--- src/rtl/fwd_hazard_ctrl_pkg.sv ---
// Shared encodings for the forwarding / hazard controller: operand-select codes,
// wait-FSM state constants and the performance counter width.
package fwd_hazard_ctrl_pkg;

    localparam logic [1:0] FWD_RF  = 2'b00;
    localparam logic [1:0] FWD_WB  = 2'b01;
    localparam logic [1:0] FWD_MEM = 2'b10;
    localparam logic [1:0] FWD_MC  = 2'b11;

    localparam logic [0:0] RUN     = 1'b0;
    localparam logic [0:0] SB_WAIT = 1'b1;

    localparam int PERF_W = 32;

endpackage

--- src/rtl/fwd_scoreboard.sv ---
// Register scoreboard for the out-of-band multi-cycle unit: per-register pend bits,
// outstanding-op counter with full flag, and combinational lookups for the ID stage.
module fwd_scoreboard
    import fwd_hazard_ctrl_pkg::*;
#(
    parameter int NUM_SRC    = 2,
    parameter int REG_AW     = 5,
    parameter int MC_MAX_OUT = 2
) (
    input  logic                      clk,
    input  logic                      rst_n,
    input  logic                      issue,
    input  logic [REG_AW-1:0]         issue_rd,
    input  logic                      done,
    input  logic [REG_AW-1:0]         done_rd,
    input  logic [NUM_SRC*REG_AW-1:0] look_rs,
    input  logic [REG_AW-1:0]         look_rd,
    output logic [NUM_SRC-1:0]        rs_pend,
    output logic                      rd_pend,
    output logic                      full
);

    localparam int NREG  = 1 << REG_AW;
    localparam int CNT_W = $clog2(MC_MAX_OUT + 1);

    logic [NREG-1:0]  pend;
    logic [NREG-1:0]  pend_nxt;
    logic [CNT_W-1:0] count;
    logic [CNT_W-1:0] count_nxt;

    // Clear first so a same-cycle set on the same entry wins; x0 is never pending.
    always_comb begin
        pend_nxt = pend;
        if (done) begin
            pend_nxt[done_rd] = 1'b0;
        end
        if (issue && (issue_rd != '0)) begin
            pend_nxt[issue_rd] = 1'b1;
        end
        pend_nxt[0] = 1'b0;
    end

    assign full = (count == CNT_W'(MC_MAX_OUT));

    // Issue-while-full and done-while-empty leave the count where it is.
    always_comb begin
        count_nxt = count;
        if (issue && !done && !full) begin
            count_nxt = count + CNT_W'(1);
        end else if (done && !issue && (count != '0)) begin
            count_nxt = count - CNT_W'(1);
        end
    end

    always_ff @(posedge clk or negedge rst_n) begin
        if (!rst_n) begin
            pend  <= '0;
            count <= '0;
        end else begin
            pend  <= pend_nxt;
            count <= count_nxt;
        end
    end

    for (genvar k = 0; k < NUM_SRC; k++) begin : g_look
        assign rs_pend[k] = pend[look_rs[k*REG_AW +: REG_AW]];
    end

    assign rd_pend = pend[look_rd];

endmodule

--- src/rtl/fwd_hazard_ctrl.sv ---
// EX operand forwarding, load-use / scoreboard stall generation and scoreboard-wait
// watchdog. Optional perf counters are built when FWD_HAZARD_PERF_EN is defined.
module fwd_hazard_ctrl
    import fwd_hazard_ctrl_pkg::*;
#(
    parameter int NUM_SRC    = 2,
    parameter int REG_AW     = 5,
    parameter int MC_MAX_OUT = 2,
    parameter int WD_LIMIT   = 64
) (
    input  logic                      clk,
    input  logic                      rst_n,
    input  logic                      id_valid_i,
    input  logic [NUM_SRC*REG_AW-1:0] id_rs_i,
    input  logic [NUM_SRC-1:0]        id_rs_use_i,
    input  logic [REG_AW-1:0]         id_rd_i,
    input  logic                      id_regw_i,
    input  logic                      id_is_mc_i,
    input  logic [NUM_SRC*REG_AW-1:0] ex_rs_i,
    input  logic [REG_AW-1:0]         ex_rd_i,
    input  logic                      ex_regw_i,
    input  logic                      ex_is_load_i,
    input  logic [REG_AW-1:0]         mem_rd_i,
    input  logic                      mem_regw_i,
    input  logic [REG_AW-1:0]         wb_rd_i,
    input  logic                      wb_regw_i,
    input  logic                      mc_issue_i,
    input  logic [REG_AW-1:0]         mc_issue_rd_i,
    input  logic                      mc_done_i,
    input  logic [REG_AW-1:0]         mc_done_rd_i,
    output logic [2*NUM_SRC-1:0]      fwd_sel_o,
    output logic                      stall_o,
    output logic                      bubble_o,
    output logic                      mc_full_o,
    output logic                      wd_err_o
`ifdef FWD_HAZARD_PERF_EN
    ,
    output logic [PERF_W-1:0]         perf_stall_cnt_o,
    output logic [PERF_W-1:0]         perf_fwd_cnt_o
`endif
);

    localparam int WC_W = $clog2(WD_LIMIT + 1);

    logic [NUM_SRC-1:0] rs_pend;
    logic [NUM_SRC-1:0] lu_hit;
    logic [NUM_SRC-1:0] raw_hit;
    logic               rd_pend;
    logic               load_use;
    logic               sb_raw;
    logic               sb_waw;
    logic               mc_struct;
    logic               sb_hold;
    logic [0:0]         state;
    logic [0:0]         state_nxt;
    logic [WC_W-1:0]    wait_cnt;
    logic [WC_W-1:0]    wait_cnt_nxt;

    fwd_scoreboard #(
        .NUM_SRC    (NUM_SRC),
        .REG_AW     (REG_AW),
        .MC_MAX_OUT (MC_MAX_OUT)
    ) u_sb (
        .clk      (clk),
        .rst_n    (rst_n),
        .issue    (mc_issue_i),
        .issue_rd (mc_issue_rd_i),
        .done     (mc_done_i),
        .done_rd  (mc_done_rd_i),
        .look_rs  (id_rs_i),
        .look_rd  (id_rd_i),
        .rs_pend  (rs_pend),
        .rd_pend  (rd_pend),
        .full     (mc_full_o)
    );

    for (genvar k = 0; k < NUM_SRC; k++) begin : g_src
        logic [REG_AW-1:0] ex_rs;
        logic [REG_AW-1:0] id_rs;
        logic              id_used;
        logic [1:0]        sel;

        assign ex_rs   = ex_rs_i[k*REG_AW +: REG_AW];
        assign id_rs   = id_rs_i[k*REG_AW +: REG_AW];
        assign id_used = id_rs_use_i[k] && (id_rs != '0);

        assign lu_hit[k]  = id_used && (id_rs == ex_rd_i);
        assign raw_hit[k] = id_used && rs_pend[k];

        // Later assignments override earlier ones: EX/MEM > mc bus > MEM/WB > regfile.
        always_comb begin
            sel = FWD_RF;
            if (wb_regw_i && (wb_rd_i != '0) && (wb_rd_i == ex_rs)) begin
                sel = FWD_WB;
            end
            if (mc_done_i && (mc_done_rd_i != '0) && (mc_done_rd_i == ex_rs)) begin
                sel = FWD_MC;
            end
            if (mem_regw_i && (mem_rd_i != '0) && (mem_rd_i == ex_rs)) begin
                sel = FWD_MEM;
            end
        end

        assign fwd_sel_o[2*k +: 2] = sel;
    end

    assign load_use  = id_valid_i && ex_is_load_i && ex_regw_i && (ex_rd_i != '0) && (|lu_hit);
    assign sb_raw    = id_valid_i && (|raw_hit);
    assign sb_waw    = id_valid_i && id_regw_i && (id_rd_i != '0) && rd_pend;
    assign mc_struct = id_valid_i && id_is_mc_i && mc_full_o;
    assign sb_hold   = sb_raw || sb_waw || mc_struct;

    assign stall_o  = load_use || sb_hold;
    assign bubble_o = stall_o;

    // Load-use never reaches the wait FSM; only scoreboard-related holds are timed.
    always_comb begin
        state_nxt    = state;
        wait_cnt_nxt = wait_cnt;
        if (state == RUN) begin
            if (sb_hold) begin
                state_nxt    = SB_WAIT;
                wait_cnt_nxt = '0;
            end
        end else begin
            if (!sb_hold) begin
                state_nxt = RUN;
            end
            if (wait_cnt != WC_W'(WD_LIMIT)) begin
                wait_cnt_nxt = wait_cnt + WC_W'(1);
            end
        end
    end

    always_ff @(posedge clk or negedge rst_n) begin
        if (!rst_n) begin
            state    <= RUN;
            wait_cnt <= '0;
            wd_err_o <= 1'b0;
        end else begin
            state    <= state_nxt;
            wait_cnt <= wait_cnt_nxt;
            if (wait_cnt_nxt == WC_W'(WD_LIMIT)) begin
                wd_err_o <= 1'b1;
            end
        end
    end

`ifdef FWD_HAZARD_PERF_EN
    logic fwd_any;

    assign fwd_any = |fwd_sel_o;

    always_ff @(posedge clk or negedge rst_n) begin
        if (!rst_n) begin
            perf_stall_cnt_o <= '0;
            perf_fwd_cnt_o   <= '0;
        end else begin
            perf_stall_cnt_o <= perf_stall_cnt_o + PERF_W'(stall_o);
            perf_fwd_cnt_o   <= perf_fwd_cnt_o + PERF_W'(fwd_any);
        end
    end
`endif

endmodule

--- config.mk ---
export PLATFORM = sky130hd
export DESIGN_NAME = fwd_hazard_ctrl
export DESIGN_NICKNAME = d
export VERILOG_FILES = /design/src/rtl/fwd_hazard_ctrl_pkg.sv /design/src/rtl/fwd_scoreboard.sv /design/src/rtl/fwd_hazard_ctrl.sv
export SDC_FILE = /design/constraint.sdc
export NUM_CORES = 1
export LEC_CHECK = 0
export CORE_MARGIN = 5
export CORE_UTILIZATION = 52
export DETAILED_ROUTE_END_ITERATION = 12
export PLACE_DENSITY = 0.81
export SYNTH_ARGS = -nofsm -noshare
export SYNTH_HDL_FRONTEND = slang
export SYNTH_SLANG_ARGS = --single-unit
--- constraint.sdc ---
create_clock -name clk -period 3.35 [get_ports clk]
set_input_delay 0.335 -clock clk [delete_from_list [all_inputs] [get_ports clk]]
set_output_delay 0.335 -clock clk [all_outputs]
set_load 0.02 [all_outputs]
# Word level (Yosys, flattened, before mapping)
# Cells that the tools add are included.
[totals] romBits=0 ff_bits=42 wordCells=103 memories=0 ramBits=0 inputBits=63 latchBits=0
[classes] reduce_logical=50 mul=0 muxes=24 div_mod_pow=0 n_eq_ne=11 shifts=0 bitwise=3 add_sub_neg=3 order_cmp=7
[ops] cell="two-way mux 32 bit" n=2
[ops] cell="== test 5 bit" n=8
[ops] cell="nonzero test 5 bit" n=8
[ops] cell="bitwise AND 32 bit" n=1
[ops] cell="logical AND 1 bit" n=32
[ops] cell="inverter 32 bit" n=1
[ops] cell="bitwise OR 32 bit" n=1
[ops] cell="< comparator 5 x 6 -> 1 bit, second input constant" n=5
[ops] cell="two-way mux 7 bit" n=3
[ops] cell="binary-select mux 1 bit (select 5 bit)" n=3
[ops] cell="two-way mux 2 bit" n=6
[ops] cell="demux 1 bit (select 5 bit)" n=2
[ops] cell="greater-or-equal comparator 5 x 1 -> 1 bit, second input constant" n=2
[ops] cell="two-way mux 1 bit" n=8
[ops] cell="adder 7 x 1 -> 7 bit, second input constant" n=1
[ops] cell="== test 7 bit, second input constant" n=1
[ops] cell="!= test 7 bit, second input constant" n=1
[ops] cell="nonzero test 2 bit" n=2
[ops] cell="OR reduction 2 bit" n=2
[ops] cell="logical NOT 1 bit" n=3
[ops] cell="logical OR 1 bit" n=3
[ops] cell="adder 2 x 1 -> 2 bit, second input constant" n=1
[ops] cell="== test 2 bit, second input constant" n=1
[ops] cell="subtractor 2 x 1 -> 2 bit, second input constant" n=1

# Depth between registers and ports, before layout
# Gate-level depths: netlist of run 1.
[logic_depth] ltp_word=10 mapped_depth=8

# Modules after synthesis
# Synthesis of run 1 repeated with hierarchy kept, for this count alone.
[unflattened] cells_unflattened=391 hier_area_um2=3447.1
[modules_own_cells] module="fwd_scoreboard" seq_area_each_um2=825.8 area_per_inst_um2=2263.4 instances=1 cells_each=248
[modules_own_cells] module="fwd_hazard_ctrl" seq_area_each_um2=225.2 area_per_inst_um2=1183.6 instances=1 cells_each=143

# Worst setup path before layout of run 1
# OpenSTA, ideal clock, no wires.
[synth_path] path_kind="input to output" start="input port id_rd_i[0]" end="output port stall_o" required_time_ns=3.015 path_slack_ns=0.419 t_arrival_ns=2.596 stages=8 n_path_buf=2 path_cell_list="clkbuf_1 > mux4_2 > a22oi_1 > a31oi_1 > a221oi_1 > a31oi_4 > o21bai_1 > buf_4"
[synth_between] elab_chain_len=6 word_cells_on_any_way=8
[synth_lines] item="start: declaration" line_no="fwd_hazard_ctrl.sv:16" source="input logic [REG_AW-1:0] id_rd_i,"
[synth_lines] item="binary-select mux 1 bit (select 5 bit) / nonzero test 5 bit (equally long branches)" line_no="fwd_scoreboard.sv:69, fwd_hazard_ctrl.sv:109"
[synth_lines] item="two-way mux 1 bit (not written as such) / logical AND 1 bit (equally long branches)" line_no="fwd_scoreboard.sv:69, fwd_hazard_ctrl.sv:109"
[synth_lines] item="logical AND 1 bit *" line_no="fwd_hazard_ctrl.sv:109" source="assign sb_waw = id_valid_i && id_regw_i && (id_rd_i != '0) && rd_pend;"
[synth_lines] item="logical OR 1 bit * (2 in a row)" line_no="fwd_hazard_ctrl.sv:111" source="assign sb_hold = sb_raw || sb_waw || mc_struct;"
[synth_lines] item="named net sb_hold" line_no="fwd_hazard_ctrl.sv:53" source="logic sb_hold;"
[synth_lines] item="logical OR 1 bit *" line_no="fwd_hazard_ctrl.sv:113" source="assign stall_o = load_use || sb_hold;"
[synth_lines] item="end: declaration" line_no="fwd_hazard_ctrl.sv:32" source="output logic stall_o,"
# The timed path passes the listed nets; every way through them passes the cells marked *. The select of a mux whose other input is x is not followed.

# Worst setup path after layout of run 1
[layout_path] start="input port id_rs_i[0]" end="output port bubble_o"
[layout_between] elab_chain_len=8 word_cells_on_any_way=14
[layout_lines] item="start: declaration" line_no="fwd_hazard_ctrl.sv:14" source="input logic [NUM_SRC*REG_AW-1:0] id_rs_i,"
[layout_lines] item="binary-select mux 1 bit (select 5 bit) / nonzero test 5 bit (equally long branches)" line_no="fwd_scoreboard.sv:66, fwd_hazard_ctrl.sv:85"
[layout_lines] item="two-way mux 1 bit (not written as such) / logical AND 1 bit (equally long branches)" line_no="fwd_scoreboard.sv:66, fwd_hazard_ctrl.sv:85"
[layout_lines] item="logical AND 1 bit *" line_no="fwd_hazard_ctrl.sv:88" source="assign raw_hit[k] = id_used && rs_pend[k];"
[layout_lines] item="OR reduction 2 bit *" line_no="fwd_hazard_ctrl.sv:108" source="assign sb_raw = id_valid_i && (|raw_hit);"
[layout_lines] item="logical AND 1 bit *" line_no="fwd_hazard_ctrl.sv:108"
[layout_lines] item="logical OR 1 bit * (2 in a row)" line_no="fwd_hazard_ctrl.sv:111"
[layout_lines] item="named net sb_hold" line_no="fwd_hazard_ctrl.sv:53"
[layout_lines] item="logical OR 1 bit *" line_no="fwd_hazard_ctrl.sv:113"
[layout_lines] item="end: declaration" line_no="fwd_hazard_ctrl.sv:33" source="output logic bubble_o,"
# Marks and branches as above.

==> results of run 1 <==
worst max-delay path: stages:
cell,delay (ns)
clkdlybuf4s50_1,0.48
buf_4,0.21
mux4_2,0.33
mux2i_1,0.08
mux4_2,0.48
or2_4,0.26
a31oi_4,0.18
o21bai_1,0.14
dlygate4sd2_1,0.35
registers in the layout, summed over array words and instances, names as in the netlist:
| register | cells |
|---|---|
| wait_cnt | 7 |
| state | 1 |
| wd_err_o | 1 |
| u_sb.count | 2 |
| u_sb.pend | 31 |
logic make-up (layout without fill, tap and decap cells):
family          count (synthesis)  count (layout)  synth area share [%]
xor+xnor                       41              41                  10.7
compound gates                104             104                  18.2
fa+ha+maj                       2               2                 0.743
flops                          42              42                  31.2
simple gates                   96              96                  16.9
buf+inv                        28             112                  3.56
mux                            36              36                  18.7
cells in the mapped netlist (all sizes together) (2+ instances only):
cell type | count | area share, %
o21ai | 71 | 11
dfrtp | 42 | 31
mux4 | 21 | 14
xor2 | 21 | 5.5
xnor2 | 20 | 5.2
nand2 | 15 | 1.7
nand3b | 14 | 3.1
nand3 | 13 | 1.9
clkbuf | 12 | 1.3
mux2i | 12 | 3.6
inv | 11 | 1.2
a31oi | 8 | 1.9
nor2 | 7 | 0.78
nor3 | 7 | 1.0
a21oi | 6 | 0.89
nor4 | 6 | 1.1
or3b | 6 | 1.6
or4 | 6 | 1.3
buf | 5 | 1.0
nor2b | 5 | 0.93
nand2b | 4 | 0.74
and2 | 3 | 0.56
mux2 | 3 | 1.0
nand4 | 3 | 0.56
o22ai | 3 | 0.74
a211oi | 2 | 0.45
a22oi | 2 | 0.45
ha | 2 | 0.74
nor3b | 2 | 0.45
o31ai | 2 | 0.45
or3 | 2 | 0.37
layout make-up:
| cell class | count | area, µm² |
|---|---|---|
| inverters | 11 | 41.3 |
| repair buffers | 93 | 863 |
| clock inverters | 3 | 68.8 |
| flip-flops and latches | 42 | 1050 |
| clock buffers | 5 | 68.8 |
| multi-input cells | 279 | 2200 |
| well taps | 77 | 96.3 |
| fillers | 494 | 1930 |
through the flow:
stage / total power [W] / setup WS [ns] / cells / hold WS (ns) / utilization [%]
3_3_place_gp: 0.00146 / -0.183 / 502 / 0.448 / 67.4
4_1_cts: 0.00198 / 0.154 / 510 / 0.213 / 69.5
5_1_grt: 0.00210 / 0.0406 / 510 / 0.262 / 69.5
3_5_place_dp: 0.00150 / -0.259 / 502 / 0.453 / 67.4
2_1_floorplan: 0.00121 / 0.419 / 349 / 0.0394 / -
6_report: 0.00199 / 0.163 / 510 / 0.171 / 69.5
worst max path at each step:
| stage | start | endpoint |
|---|---|---|
| floorplan | id_rd_i[0] | stall_o |
| global placement | id_rs_i[1] | bubble_o |
| detailed placement | id_rs_i[1] | bubble_o |
| CTS | id_rs_i[0] | bubble_o |
| global route | id_rs_i[0] | bubble_o |
| finish | id_rs_i[0] | bubble_o |
power by group:
part / total [W] / switching (W) / internal (W)
Combinational: 0.000716 / 0.000337 / 0.000379
Clock: 0.000486 / 0.000187 / 0.000299
Sequential: 0.000787 / 0.000156 / 0.000631
routing by layer:
layer  vias to the layer above  routed length (µm)  GRT usage [%]
met4                         0                 284           10.0
met2                       208                4920           41.0
li1                       1494                   -              -
met1                      1548                3780           29.6
met3                        31                 922           5.17
met5                         -                   0              0
==> reports/summary.txt, run 1 <==
Drt first pass iters -> 6
Hold_buf cts -> 0
Global route overflow -> 0
Diodes inserted -> 0
Initial DRC Count -> 255
Detail Route Antenna Nets -> 0
Final Net Count -> 497
R2R depth -> 8
CTS Root Cell -> clkbuf_8
Leakage -> 1.67 nW
IO Pins -> 71
Setup Fix Bufs, Post-CTS -> 0
Commonest non-fill, non-tap cell in the layout -> o21ai_0
Warnings, synthesis -> 0
Post-Syn Area -> 3370 µm²
Starting density of the core -> 53.4%
Total number of vias -> 3281
Number of gates resized after CTS -> 4
Worst-Margin Slew -> 0.958 ns
Share of layout cells above drive strength 1 -> 13.4%
Core Rows -> 29
Final setup TNS -> 0 ns
Worst r2r src -> u_sb.pend[3]
Slew Limit Headroom -> 36.1%
Seq/Total Area, Yosys -> 31.2%
Routed WL -> 9910 µm
Fmax -> 314 MHz
Avg WL per Cell -> 19.4 µm
Die area -> 8190 µm²
Max-Cap Viols -> 0
Total track usage -> 24.2%
Power Density -> 453 nW/µm²
Max-slew violation count -> 0
Synth-to-Final Area Change -> 30.2%
Core area -> 6310 µm²
Critical Path Source Type -> input port
Die H -> 90.5 µm
CP Max Fanout -> 6
Die W -> 90.5 µm
Seq cells post-synth -> 42
Crit path kind -> input port to output port
EDFF count, synth -> 0
Latest clock arrival within the worst-skew pair -> 0.30 ns
GP Congestion -> 0.966
Clk sink count -> 42
Placed Instance Area -> 4260 µm²
Final setup viols -> 0
Synth Instances -> 349
First-pass GRT wire length -> 16200 µm
Syn nets -> 414
Crit path required time -> 3.01 ns
H-tree levels -> 2
Hpwl dp -> 7850 µm
CTS tree -> yes
Status -> finished clean
Fin crit share -> 95.1%
Vias in the first global route -> 3306
Post-layout min period -> 3.19 ns
R2r endpoint -> wd_err_o
Critical path data arrival time -> 2.85 ns
Top FF cell, synth -> dfrtp_1
Fin. Hold Viols -> 0
Initial antenna violation count -> 0
Largest net degree at the start of global routing -> 43
Num CTS Buffers -> 5
Hold Crit Class -> input port to asynchronous set/reset pin
Flop-to-flop setup slack -> 0.73 ns
PortBufs -> 70
Most frequent cells in the layout -> o21ai_0 (66), clkdlybuf4s50_1 (65), dfrtp_1 (42)
Syn avg cell area -> 9.65 µm²
Reg clk slew, reported paths -> 0.08 ns
Final instance area -> 4390 µm²
CP endpoint kind -> output port
Asr flop ratio synth -> 100%
Longest Clk Path Bufs -> 2
DRC -> 0
Worst vdd ir -> 0.000305 V
Vias per cell -> 6.43
Clock Skew -> 0.00661 ns
Distinct cells, synth -> 52
Unrepaired setup endpoints after global routing -> false
Note: power is estimated with default switching activity, not from simulation.
==> inputs of run 2 (changes only) <==
- CORE_MARGIN: 5 -> 2
==> run 2 against run 1 <==
  * Total power shrank 4.5%
  * Fmax grew 1.0%
  * Register-to-register slack lost 0.08 ns
  * Routed wire length shrank 2.9%
  * Non-clock buffer count fell by 2
  * Setup slack better by 0.031 ns
  * Critical path depth is 1 higher
  * Sequential power is essentially flat
  * First-iteration DRC count decreased by 18%
  * Critical path type unchanged
  * Largest power group unchanged
==> reports/summary.txt, run 2 (synthesized netlist as in run 1, its figures left out) <==
GP Congestion -> 0.927 (was 0.966)
Reg clk slew, reported paths -> 0.09 ns (was 0.08 ns)
Worst r2r src -> u_sb.pend[3] (unchanged)
Flop-to-flop setup slack -> 0.65 ns (was 0.73 ns)
Fillers -> 493 (was 494)
Global route overflow -> 0 (unchanged)
Placed Instance Area -> 4250 µm² (was 4260 µm²)
Share of layout cells above drive strength 1 -> 12.8% (was 13.4%)
Max-Cap Viols -> 0 (unchanged)
First-pass GRT wire length -> 15900 µm (was 16200 µm)
Final Net Count -> 495 (was 497)
Die H -> 84.5 µm (was 90.5 µm)
Power Density -> 436 nW/µm² (was 453 nW/µm²)
PortBufs -> 70 (unchanged)
Clk sink count -> 42 (unchanged)
CTS tree -> yes (unchanged)
Diodes inserted -> 0 (unchanged)
Multi-input logic area -> 2200 µm² (unchanged)
Fin. Hold Viols -> 0 (unchanged)
Avg WL per Cell -> 18.9 µm (was 19.4 µm)
Leakage -> 1.65 nW (was 1.67 nW)
Fin crit share -> 94.2% (was 95.1%)
Crit path required time -> 3.01 ns (about the same)
Routed WL -> 9620 µm (was 9910 µm)
Die area -> 7140 µm² (was 8190 µm²)
Total number of vias -> 3288 (was 3281)
Seq. cell area -> 1050 µm² (unchanged)
Max-slew violation count -> 0 (unchanged)
Hpwl dp -> 7550 µm (was 7850 µm)
R2R depth -> 8 (unchanged)
DR top layer -> met4 (unchanged)
Core area -> 6310 µm² (unchanged)
Final instance area -> 4360 µm² (was 4390 µm²)
Largest net degree at the start of global routing -> 43 (unchanged)
Fmax -> 317 MHz (was 314 MHz)
Slew Limit Headroom -> 36.4% (was 36.1%)
Vias in the first global route -> 3263 (was 3306)
Hold_buf cts -> 0 (unchanged)
Synth-to-Final Area Change -> 29.3% (was 30.2%)
Detail Route Antenna Nets -> 0 (unchanged)
Post-layout min period -> 3.16 ns (was 3.19 ns)
CP endpoint kind -> output port (unchanged)
Tot Pwr -> 0.00190 W (was 0.00199 W)
CP Max Fanout -> 6 (unchanged)
Core Rows -> 29 (unchanged)
Drt first pass iters -> 5 (was 6)
Total track usage -> 27.7% (was 24.2%)
Num CTS Buffers -> 5 (unchanged)
Latest clock arrival within the worst-skew pair -> 0.30 ns (about the same)
Clock Skew -> 0.0104 ns (was 0.00661 ns)
Longest Clk Path Bufs -> 2 (unchanged)
Commonest non-fill, non-tap cell in the layout -> o21ai_0 (unchanged)
Unrepaired setup endpoints after global routing -> false (unchanged)
WL met3 -> 773 µm (was 922 µm)
Met2 WL -> 4670 µm (was 4920 µm)
Max FFs per register -> 31 (unchanged)
DRC -> 0 (unchanged)
M1 wire length -> 3870 µm (was 3780 µm)
Final setup viols -> 0 (unchanged)
Status -> finished clean (unchanged)
Initial DRC Count -> 210 (was 255)
H-tree levels -> 2 (unchanged)
Hold Crit Class -> input port to asynchronous set/reset pin (unchanged)
Critical Path Source Type -> input port (unchanged)
Critical path data arrival time -> 2.82 ns (was 2.85 ns)
Die W -> 84.5 µm (was 90.5 µm)
Vias per cell -> 6.47 (was 6.43)
IO Pins -> 71 (unchanged)
Worst vdd ir -> 0.000285 V (was 0.000305 V)
Setup Fix Bufs, Post-CTS -> 0 (unchanged)
Top flop regs -> u_sb.pend x31, wait_cnt x7, u_sb.count x2 (unchanged)
Most frequent cells in the layout -> o21ai_0 (66), clkdlybuf4s50_1 (65), dfrtp_1 (42) (unchanged)
Number of gates resized after CTS -> 4 (unchanged)
Crit path kind -> input port to output port (unchanged)
Starting density of the core -> 53.4% (unchanged)
Reg with most FFs -> u_sb.pend (unchanged)
Initial antenna violation count -> 0 (unchanged)
CTS Root Cell -> clkbuf_8 (unchanged)
Worst-Margin Slew -> 0.954 ns (was 0.958 ns)
R2r endpoint -> wd_err_o (unchanged)
==> run 2: changes by cell type in the layout (fill, tap and decap cells not counted) <==
cell / before / now
bufinv_16: 2 / 1
clkinv_4: 1 / 0
clkinvlp_4: 0 / 1
clkbuf_1: 0 / 1
buf_4: 23 / 20
buf_12: 0 / 1
==> run 2: layout make-up <==
| cell class | instances | share of cell area (%) |
|---|---|---|
| multi-input combinational | 279 | 50.4 |
| sequential | 42 | 24.1 |
| timing repair buffer | 91 | 19.8 |
| tap | 77 | 2.21 |
| clock buffer | 6 | 1.67 |
| inverter | 11 | 0.947 |
| clock inverter | 2 | 0.861 |
==> run 2: worst max-delay path by stage <==
stage / cells after the start / end / startpoint
after floorplan: 8 / stall_o / id_rd_i[0]
after global placement: 8 / bubble_o / id_rs_i[1]
after detailed placement: 8 / bubble_o / id_rs_i[1]
after CTS: 9 / bubble_o / id_rs_i[0]
after global routing: 9 / stall_o / id_rs_i[0]
final: 10 / bubble_o / id_rd_i[0]
==> run 2: critical path, cell delays in order <==
cell and delay, ns:
clkdlybuf4s50_1 0.57, buf_4 0.25, or4_1 0.52, nand3b_1 0.11, a31oi_1 0.05, a221oi_1 0.25, buf_4 0.18, a31oi_4 0.08
o21bai_1 0.16, dlygate4sd2_1 0.32
==> run 2: per-stage QoR <==
| step | setup TNS (ns) | std cells | setup WS, ns | hold WS [ns] | util [%] |
|---|---|---|---|---|---|
| floorplan | 0 | 349 | 0.419 | 0.0394 | - |
| global placement | -0.341 | 500 | -0.171 | 0.448 | 67.4 |
| detailed placement | -0.609 | 500 | -0.305 | 0.461 | 67.4 |
| CTS | 0 | 508 | 0.171 | 0.222 | 69.0 |
| global route | 0 | 508 | 0.0724 | 0.252 | 69.0 |
| finish | 0 | 508 | 0.194 | 0.167 | 69.0 |
==> run 2: per-layer routing <==
metal  track usage [%]  vias to the layer above
li1                  -                     1496
met1              35.5                     1576
met2              46.5                      186
met3              5.80                       30
met4              10.1                        0
met5                 0                        -
==> run 2: report_power, final <==
| group | leakage, nW | internal [W] | switching, W | total (W) |
|---|---|---|---|---|
| Clock | 0.0514 | 0.000222 | 0.000179 | 0.000401 |
| Combinational | 1.08 | 0.000378 | 0.000330 | 0.000708 |
| Sequential | 0.520 | 0.000631 | 0.000159 | 0.000790 |
| Total | 1.65 | 0.00123 | 0.000668 | 0.00190 |
==> inputs of run 3 (changes only) <==
- CORE_UTILIZATION: 52 -> 56
- PLACE_DENSITY: 0.81 -> 0.87
- clock period: 3.35 -> 4.1 ns (I/O delays scaled with it)
==> run 3 against run 2 <==
  * Final area down 3.5%
  * Count of clock-buffer cells in the layout unchanged
  * Non-clock buffer count down 17
  * Utilization up 2.9 points
  * First-iteration DRC count up 18%
==> reports/summary.txt, run 3 (synthesized netlist as in run 1, its figures left out) <==
Post-route setup slack -> 0.259 ns (was 0.194 ns)
Most frequent cells in the layout -> clkdlybuf4s50_1 (69), o21ai_0 (66), dfrtp_1 (42) (was o21ai_0 (66), clkdlybuf4s50_1 (65), dfrtp_1 (42))
Fmax -> 260 MHz
Internal power -> 0.000949 W (was 0.00123 W)
Final core utilization -> 71.9% (was 69.0%)
Total track usage -> 29.5% (was 27.7%)
Largest net degree at the start of global routing -> 43 (unchanged)
Final setup viols -> 0 (unchanged)
PortBufs -> 70 (unchanged)
Comb pwr share -> 37.6% (was 37.3%)
Final Net Count -> 478 (was 495)
Clk sink count -> 42 (unchanged)
Worst vdd ir -> 0.000187 V (was 0.000285 V)
Latest clock arrival within the worst-skew pair -> 0.30 ns (about the same)
CTS Root Cell -> clkbuf_8 (unchanged)
Core area -> 5850 µm² (was 6310 µm²)
Final setup TNS -> 0 ns (unchanged)
CTS tree -> yes (unchanged)
Total number of vias -> 3213 (was 3288)
Starting density of the core -> 57.6% (was 53.4%)
Final hold slack -> 0.245 ns (was 0.167 ns)
Critical path data arrival time -> 3.43 ns (was 2.82 ns)
Post-layout min period -> 3.84 ns
Vias in the first global route -> 3092 (was 3263)
Unrepaired setup endpoints after global routing -> false (unchanged)
Core Rows -> 28 (was 29)
Synth-to-Final Area Change -> 24.8% (was 29.3%)
Setup Fix Bufs, Post-CTS -> 0 (unchanged)
Power Density -> 355 nW/µm² (was 436 nW/µm²)
Detail Route Antenna Nets -> 0 (unchanged)
Top flop regs -> u_sb.pend x31, wait_cnt x7, u_sb.count x2 (unchanged)
Max-slew violation count -> 0 (unchanged)
Switching power -> 0.000542 W (was 0.000668 W)
Die area -> 6650 µm² (was 7140 µm²)
Avg WL per Cell -> 19.0 µm (was 18.9 µm)
Clock network fraction of total power -> 18.9% (was 21.1%)
Worst-Margin Slew -> 0.943 ns (was 0.954 ns)
Crit path required time -> 3.69 ns (was 3.01 ns)
Routed WL -> 9310 µm (was 9620 µm)
Drt first pass iters -> 5 (unchanged)
Global route overflow -> 0 (unchanged)
GP Congestion -> 0.874 (was 0.927)
Num CTS Buffers -> 5 (unchanged)
Die W -> 81.6 µm (was 84.5 µm)
Reg with most FFs -> u_sb.pend (unchanged)
Sequential share of power -> 43.5% (was 41.6%)
H-tree levels -> 2 (unchanged)
Fin. Hold Viols -> 0 (unchanged)
Hpwl dp -> 7100 µm (was 7550 µm)
Share of layout cells above drive strength 1 -> 9.42% (was 12.8%)
Crit path kind -> input port to output port (unchanged)
Number of gates resized after CTS -> 0 (was 4)
Commonest non-fill, non-tap cell in the layout -> clkdlybuf4s50_1 (was o21ai_0)
Hold_buf cts -> 0 (unchanged)
Leakage -> 1.55 nW (was 1.65 nW)
First-pass GRT wire length -> 14900 µm (was 15900 µm)
Hold Crit Class -> input port to asynchronous set/reset pin (unchanged)
CP endpoint kind -> output port (unchanged)
Slew Limit Headroom -> 37.2% (was 36.4%)
Initial DRC Count -> 247 (was 210)
Vias per cell -> 6.57 (was 6.47)
Critical Path Source Type -> input port (unchanged)
IO Pins -> 71 (unchanged)
Reg clk slew, reported paths -> 0.08 ns (was 0.09 ns)
Max FFs per register -> 31 (unchanged)
Max-Cap Viols -> 0 (unchanged)
DRC -> 0 (unchanged)
Pre-CTS setup slack -> 0.262 ns (was -0.305 ns)
Status -> finished clean (unchanged)
Longest Clk Path Bufs -> 2 (unchanged)
Clock Skew -> 0.00861 ns (was 0.0104 ns)
Diodes inserted -> 0 (unchanged)
CP Max Fanout -> 7 (was 6)
Die H -> 81.6 µm (was 84.5 µm)
Initial antenna violation count -> 0 (unchanged)
Sw Ratio -> 36.4% (was 35.2%)
Fin crit share -> 93.7%
[run 3: cell types whose count changed in the layout (fill, tap and decap cells not counted)]
| cell | previous run | this run |
|---|---|---|
| buf_4 | 20 | 4 |
| buf_12 | 1 | 0 |
| clkbuf_1 | 1 | 0 |
| dlygate4sd2_1 | 4 | 0 |
| clkinv_2 | 0 | 1 |
| clkdlybuf4s50_1 | 65 | 69 |
| bufinv_16 | 1 | 0 |
| clkbuf_8 | 5 | 6 |
[run 3: worst max-delay path: stages]
cell and delay [ns]:
clkdlybuf4s50_1 0.67, mux2i_1 0.12, mux4_2 0.47, mux4_2 0.46, or2_4 0.27, a31oi_4 0.24, o21bai_1 0.17, clkdlybuf4s50_1 0.63
[run 3: final timing paths]
kind,start,to,slack [ns],depth (start not counted)
max,id_rs_i[1],bubble_o,0.26,8
min,rst_n,u_sb.pend[18],0.25,1
max reg2reg,u_sb.pend[29],wd_err_o,1.48,6
min reg2reg,wd_err_o,wd_err_o,0.49,2
max in group asynchronous,rst_n,u_sb.count[1],3.26,1
min in group clk,wd_err_o,wd_err_o,0.49,2
[run 3: final cells by class]
type | instances | area, µm²
Multi-Input combinational cell | 279 | 2200
Fill cell | 438 | 1650
Sequential cell | 42 | 1050
Timing Repair Buffer | 74 | 726
Tap cell | 75 | 93.8
Clock buffer | 6 | 82.6
Inverter | 11 | 41.3
Clock inverter | 2 | 12.5
[run 3: per-stage QoR]
| stage | area (µm²) | total power [W] | instances |
|---|---|---|---|
| floorplan | 3370 | 0.000987 | 349 |
| detailed placement | 4110 | 0.00120 | 481 |
| finish | 4210 | 0.00149 | 489 |
| global route | 4210 | 0.00158 | 489 |
| CTS | 4210 | 0.00148 | 489 |
| global placement | 4110 | 0.00117 | 481 |
[run 3: metal layers]
layer  GRT usage (%)  vias to the layer above  wire [µm]
li1                -                     1449          -
met1            35.6                     1546       3630
met2            52.3                      194       4590
met3            5.38                       24        805
met4            11.3                        0        274
met5               0                        -          0
[run 3: power by group through the flow]
| stage | clock (W) | combinational, W | sequential [W] |
|---|---|---|---|
| after global placement | 0 | 0.000533 | 0.000638 |
| final | 0.000282 | 0.000561 | 0.000649 |
| after global routing | 0.000299 | 0.000619 | 0.000661 |
| after floorplan | 0 | 0.000395 | 0.000592 |
| after detailed placement | 0 | 0.000554 | 0.000646 |
| after CTS | 0.000282 | 0.000560 | 0.000639 |
